## config.mk

```make
export PLATFORM = sky130hd
export DESIGN_NAME = pdl_stack_ctl
export DESIGN_NICKNAME = d
export VERILOG_FILES = /design/src/rtl/pdl_stack_ctl.sv
export SDC_FILE = /design/constraint.sdc
export NUM_CORES = 1
export LEC_CHECK = 0
export ABC_AREA = 1
export CAP_MARGIN = 20
export CORE_MARGIN = 4
export CORE_UTILIZATION = 42
export DETAILED_ROUTE_END_ITERATION = 8
export PLACE_DENSITY = 0.95
export REMOVE_ABC_BUFFERS = 1
export SLEW_MARGIN = 30
export SYNTH_ARGS = -nofsm -noshare
export SYNTH_HDL_FRONTEND = slang
export SYNTH_SLANG_ARGS = --single-unit
```

## constraint.sdc

```tcl
create_clock -name clk -period 4.2 [get_ports clk]
set_clock_uncertainty 0.2 [all_clocks]
set_input_delay 0.42 -clock clk [delete_from_list [all_inputs] [get_ports clk]]
set_output_delay 0.42 -clock clk [all_outputs]
set_load 0.01 [all_outputs]
```

## src/rtl/pdl_stack_ctl.sv

```systemverilog
// pdl_stack_ctl: pointer/index controller in front of the 1k x 32 PDL RAM.
// Turns push/pop/index-read/index-write commands into RAM strobes and
// absorbs the RAM's one-cycle read latency with a valid/ready response.
// Optional feature macro: PDL_LIMIT_TRAP_EN (trap push at top / pop at zero,
// sticky overflow flag). Without it the pointer wraps modulo 2**DEPTH_LOG2.
module pdl_stack_ctl #(
  parameter int DEPTH_LOG2 = 10,
  parameter int WIDTH      = 32
) (
  input  logic                  clk,
  input  logic                  reset_n,
  input  logic                  cmd_valid,
  output logic                  cmd_ready,
  input  logic [1:0]            cmd_op,
  input  logic [WIDTH-1:0]      cmd_data,
  input  logic                  ptr_load,
  input  logic                  idx_load,
  input  logic [DEPTH_LOG2-1:0] load_val,
  output logic                  rsp_valid,
  input  logic                  rsp_ready,
  output logic [WIDTH-1:0]      rsp_data,
  output logic [DEPTH_LOG2-1:0] pdl_ptr,
  output logic [DEPTH_LOG2-1:0] pdl_idx,
  output logic                  overflow,
  output logic [DEPTH_LOG2-1:0] ram_addr,
  output logic [WIDTH-1:0]      ram_wdata,
  output logic                  ram_wren,
  output logic                  ram_rden,
  input  logic [WIDTH-1:0]      ram_q
);

  typedef enum logic [1:0] {
    S_IDLE    = 2'd0,
    S_RD_WAIT = 2'd1,
    S_RSP     = 2'd2
  } state_t;

  localparam logic [DEPTH_LOG2-1:0] PTR_ZERO = '0;
  localparam logic [DEPTH_LOG2-1:0] PTR_MAX  = '1;
  localparam logic [DEPTH_LOG2-1:0] PTR_ONE  = DEPTH_LOG2'(1);

  state_t                r_state;
  logic                  r_cmd_ready;
  logic                  r_rsp_valid;
  logic [WIDTH-1:0]      r_rsp_data;
  logic                  r_trap_rd;
  logic [DEPTH_LOG2-1:0] r_ptr;
  logic [DEPTH_LOG2-1:0] r_idx;
  logic                  r_ovf;

  logic                  w_accept;
  logic                  w_trap_push;
  logic                  w_trap_pop;
  logic [DEPTH_LOG2-1:0] w_ptr_inc;
  logic [DEPTH_LOG2-1:0] w_ptr_dec;
  logic [DEPTH_LOG2-1:0] w_ptr_next;
  logic [DEPTH_LOG2-1:0] w_ram_addr;
  logic                  w_ram_wren;
  logic                  w_ram_rden;
  logic                  w_is_read;
  logic                  w_rd_trap;
  logic                  w_set_ovf;

  // cmd_ready is only ever high in IDLE, so this is the accept strobe
  assign w_accept  = cmd_valid & r_cmd_ready;
  assign w_ptr_inc = r_ptr + PTR_ONE;
  assign w_ptr_dec = r_ptr - PTR_ONE;

`ifdef PDL_LIMIT_TRAP_EN
  assign w_trap_push = (r_ptr == PTR_MAX);
  assign w_trap_pop  = (r_ptr == PTR_ZERO);
`else
  assign w_trap_push = 1'b0;
  assign w_trap_pop  = 1'b0;
`endif

  // Decode an accepted command into RAM strobes, next pointer and read intent
  always_comb begin
    w_ram_addr = PTR_ZERO;
    w_ram_wren = 1'b0;
    w_ram_rden = 1'b0;
    w_ptr_next = r_ptr;
    w_is_read  = 1'b0;
    w_rd_trap  = 1'b0;
    w_set_ovf  = 1'b0;
    if (w_accept) begin
      case (cmd_op)
        2'b00: begin
          if (w_trap_push) begin
            w_set_ovf = 1'b1;
          end else begin
            w_ram_addr = w_ptr_inc;
            w_ram_wren = 1'b1;
            w_ptr_next = w_ptr_inc;
          end
        end
        2'b01: begin
          w_is_read = 1'b1;
          if (w_trap_pop) begin
            w_set_ovf = 1'b1;
            w_rd_trap = 1'b1;
          end else begin
            w_ram_addr = r_ptr;
            w_ram_rden = 1'b1;
            w_ptr_next = w_ptr_dec;
          end
        end
        2'b10: begin
          w_ram_addr = r_idx;
          w_ram_rden = 1'b1;
          w_is_read  = 1'b1;
        end
        2'b11: begin
          w_ram_addr = r_idx;
          w_ram_wren = 1'b1;
        end
        default: begin
          w_ram_addr = PTR_ZERO;
        end
      endcase
    end else begin
      w_ram_addr = PTR_ZERO;
    end
  end

  // Command/response FSM with registered handshake outputs and read capture
  always_ff @(posedge clk or negedge reset_n) begin
    if (!reset_n) begin
      r_state     <= S_IDLE;
      r_cmd_ready <= 1'b0;
      r_rsp_valid <= 1'b0;
      r_rsp_data  <= '0;
      r_trap_rd   <= 1'b0;
    end else begin
      case (r_state)
        S_IDLE: begin
          if (w_accept && w_is_read) begin
            r_state     <= S_RD_WAIT;
            r_cmd_ready <= 1'b0;
            r_trap_rd   <= w_rd_trap;
          end else begin
            r_cmd_ready <= 1'b1;
          end
        end
        S_RD_WAIT: begin
          r_rsp_data  <= r_trap_rd ? '0 : ram_q;
          r_rsp_valid <= 1'b1;
          r_state     <= S_RSP;
        end
        S_RSP: begin
          if (rsp_ready) begin
            r_rsp_valid <= 1'b0;
            r_cmd_ready <= 1'b1;
            r_state     <= S_IDLE;
          end else begin
            r_rsp_valid <= 1'b1;
          end
        end
        default: begin
          r_state     <= S_IDLE;
          r_cmd_ready <= 1'b0;
          r_rsp_valid <= 1'b0;
        end
      endcase
    end
  end

  // Pointer, index and sticky overflow; an explicit load beats any update
  always_ff @(posedge clk or negedge reset_n) begin
    if (!reset_n) begin
      r_ptr <= PTR_ZERO;
      r_idx <= PTR_ZERO;
      r_ovf <= 1'b0;
    end else begin
      if (ptr_load) begin
        r_ptr <= load_val;
        r_ovf <= 1'b0;
      end else begin
        r_ptr <= w_ptr_next;
        r_ovf <= r_ovf | w_set_ovf;
      end
      if (idx_load) begin
        r_idx <= load_val;
      end else begin
        r_idx <= r_idx;
      end
    end
  end

  assign cmd_ready = r_cmd_ready;
  assign rsp_valid = r_rsp_valid;
  assign rsp_data  = r_rsp_data;
  assign pdl_ptr   = r_ptr;
  assign pdl_idx   = r_idx;
`ifdef PDL_LIMIT_TRAP_EN
  assign overflow  = r_ovf;
`else
  assign overflow  = 1'b0;
`endif
  assign ram_addr  = w_ram_addr;
  assign ram_wdata = cmd_data;
  assign ram_wren  = w_ram_wren;
  assign ram_rden  = w_ram_rden;

endmodule

```

==> results.py <==
metrics = {
    "power_and_ir_drop": {
        "p_clk_frac": 0.131,
        "peakVddDrop_v": 0.000391,
        "power_switching_mw": 0.931,
        "power_density_mw_per_mm2": 537,
        "swShare": 0.399,
        "seqPwrFrac": 0.374,
        "p_int_mw": 1.40,
        "p_leak_nw": 2.07,
        "pwr-share-comb": 0.495,
    },
    "worst_setup_path": {
        "reg2reg_slack_ps": 2100,
        "critPathLaunch": "cmd_op[0]",
        "cp_max_fo": 6,
        "r2r-start": "r_state[1]$_DFFE_PN0P_",
        "cp-endpoint": "ram_addr[8]",
        "crit_type": "input port to output pin",
        "cp.required_ps": 3580,
        "r2r_cells": 8,
        "cp.arrival_ps": 2700,
        "cp-end-kind": "output pin",
        "r2r_end": "cmd_ready$_DFFE_PN0P_",
        "cp-start-kind": "input port",
    },
    "timing": {
        "max_freq_ghz": 0.301,
        "setup_viol": 0,
        "slew_viol_final": 0,
        "post-route-period-util": 0.790,
        "worst_slew_pin_slew_ps": 641,
        "setup-tns-final_ps": 0,
        "hold_viol": 0,
        "rsz0062_at_grt": "false",
        "hold_ws_ps": 282,
        "slew_headroom": 0.571,
        "period_minus_slack_ps": 3320,
    },
    "global_route": {
        "first_global_vias": 3097,
        "grt_max_degree": 36,
        "grt_first_pass_wirelength_um": 15700,
        "grt_usage": 0.225,
        "gr-total-overflow": 0,
        "antenna_found_initial": 0,
    },
    "detailed_routing": {
        "route.detailed.drc": 0,
        "routed.top_layer": "met4",
        "drt-total-wl_um": 10200,
        "ant_nets": 0,
        "vias_per_cell": 5.11,
        "dr_wl_met3_um": 1590,
        "first_pass_iters": 5,
        "route.detailed.wl_per_inst_um": 16.9,
        "drt_first_iter_violations": 91,
        "wl_met2_um": 4510,
        "vias": 3076,
        "routedLengthMet1_um": 4000,
    },
    "die": {
        "pin_count": 181,
        "start_util": 0.428,
        "dieArea_mm2": 0.00931,
        "core_area_mm2": 0.00769,
        "rows": 32,
        "die_height_um": 96.5,
        "fp.dieW_um": 96.5,
    },
    "hold_path": {
        "hold_start": "rsp_data[20]$_DFFE_PN0N_",
        "hold_path.class": "register to register",
    },
    "synth": {
        "synth_seq_cells": 56,
        "ys_types": 30,
        "synth_top_cells_by_area": "dfrtp_1, nand2_1, buf_4",
        "synth_top_area_cell": "dfrtp_1",
        "ys_seq_area_frac": 0.426,
        "yosysTopAreaCellShare": 0.426,
        "synthesis.area_mm2": 0.00329,
        "synth_top_family_by_area": "simple AND/OR/NAND/NOR gates",
        "synth.avg_cell_area_um2": 7.78,
        "synth_xor_area_frac": 0.0133,
        "async_flop_share": 1.00,
        "yosys.area_share.simple": 0.251,
        "synth_fa_ha_area_frac": 0.0418,
        "yosysMostFrequentCell": "nand2_1",
        "synth_edf_count": 0,
        "yosysWarnings": 0,
        "synth_common_cells": "nand2_1, dfrtp_1, inv_1",
        "synthCells": 423,
        "synth-compound-area-share": 0.106,
        "synth-main-ff-cell": "dfrtp_1",
        "synthMuxAreaShare": 0.0137,
    },
    "place": {
        "place_congestion": 0.918,
        "place.port_buffers": 115,
        "dp_hpwl_um": 7890,
        "placed_area_mm2": 0.00424,
    },
    "cts": {
        "clk_pin_slew_ps": 100,
        "cts_setup_buffers": 0,
        "clockRootBuffer": "clkbuf_8",
        "cts.path.max_buffers": 2,
        "cts_buffers": 5,
        "holdBufCountCts": 1,
        "cts-resized-gates": 0,
        "cts_sinks": 56,
        "tritoncts": "built",
        "clock_latency_ps": 300,
        "cts_max_level": 2,
    },
    "status": {
        "status": "completed",
    },
    "finish": {
        "fin_area_mm2": 0.00435,
        "drive_above_1_share": 0.0540,
        "finalNetCount": 592,
        "antenna_cells": 0,
        "syn_to_final_growth_pct": 32.1,
    },
    "run": {
        "drv_cap": 0,
    },
}
-- critical path, stage by stage --
cell,delay [ps]
clkdlybuf4s50_1,520
inv_1,80
ha_1,200
nor2_1,380
inv_1,210
a22oi_1,170
o21ai_0,100
nand2_1,100
inv_1,40
clkdlybuf4s50_1,470
-- cells in the final DEF, fill, tap and decap left out, types with 3 or more instances in the layout --
cell type | netlist | final
nand2_1 | 149 | 149
clkdlybuf4s50_1 | 0 | 114
dfrtp_1 | 56 | 56
inv_1 | 37 | 36
nand3_1 | 24 | 24
o21ai_0 | 21 | 21
nor2_1 | 16 | 16
a21oi_1 | 14 | 14
ha_1 | 11 | 11
a22oi_1 | 9 | 9
o22ai_1 | 6 | 6
clkbuf_8 | 0 | 5
inv_2 | 3 | 4
mux2_2 | 4 | 4
nor2_4 | 3 | 3
o211ai_1 | 3 | 3
xor2_1 | 3 | 3
-- metrics by stage --
| stage | setup WS (ps) | power (mW) | utilization | instances |
|---|---|---|---|---|
| final | 880 | 2.34 | 0.565 | 602 |
| after floorplan | 1750 | 1.41 | - | 374 |
| after detailed placement | 858 | 2.04 | 0.552 | 593 |
| after global placement | 973 | 1.99 | 0.552 | 593 |
| after global routing | 681 | 2.53 | 0.565 | 602 |
| after CTS | 856 | 2.36 | 0.565 | 602 |
-- flip-flops by register name, indices dropped and copies added (netlist names) --
name / flops
cmd_ready: 1
pdl_idx: 10
pdl_ptr: 10
r_state: 2
rsp_data: 32
rsp_valid: 1
-- worst min-delay path by stage --
| stage | to | slack, ps | cells past startpoint |
|---|---|---|---|
| 6_report | rsp_data[20]$_DFFE_PN0N_ | 280 | 2 |
| 5_1_grt | rsp_data[3]$_DFFE_PN0N_ | 300 | 2 |
| 4_1_cts | rsp_data[20]$_DFFE_PN0N_ | 280 | 2 |
| 3_5_place_dp | rsp_data[26]$_DFFE_PN0N_ | 220 | 1 |
| 3_3_place_gp | rsp_data[9]$_DFFE_PN0N_ | 210 | 1 |
| 2_1_floorplan | cmd_ready$_DFFE_PN0P_ | -80 | 0 |
-- per-layer routing --
metal  vias to the layer above  GRT usage
met5                         -     0.0298
met4                         0     0.0386
met3                         6      0.140
met2                       181      0.344
met1                      1428      0.270
li1                       1461          -
-- power groups by stage --
stage | Sequential, mW | Combinational [mW] | Clock (mW)
5_1_grt | 0.899 | 1.29 | 0.337
3_3_place_gp | 0.869 | 1.12 | 0
3_5_place_dp | 0.881 | 1.16 | 0
2_1_floorplan | 0.947 | 0.460 | 0
6_report | 0.874 | 1.16 | 0.305
4_1_cts | 0.875 | 1.17 | 0.313
-- cell families (layout without fill, tap and decap cells) --
family                   count (synthesis)  count (layout)
buffers and inverters                   89             166
other                                    1               1
AND/OR/NAND/NOR                        198             198
XOR/XNOR                                 5               5
adder cells (fa/ha/maj)                 11              11
multiplexers                             4               4
flip-flops                              56              56
AO/OA/AOI/OAI                           59              59
-- cell type report --
type / count / area [µm²]
well taps: 102 / 128
fillers: 674 / 3340
clock inverters: 3 / 22.5
inverters: 40 / 150
multi-input cells: 278 / 1400
flip-flops and latches: 56 / 1400
clock buffers: 5 / 68.8
repair buffers: 118 / 1170
Note: power is estimated with default switching activity, not from simulation.
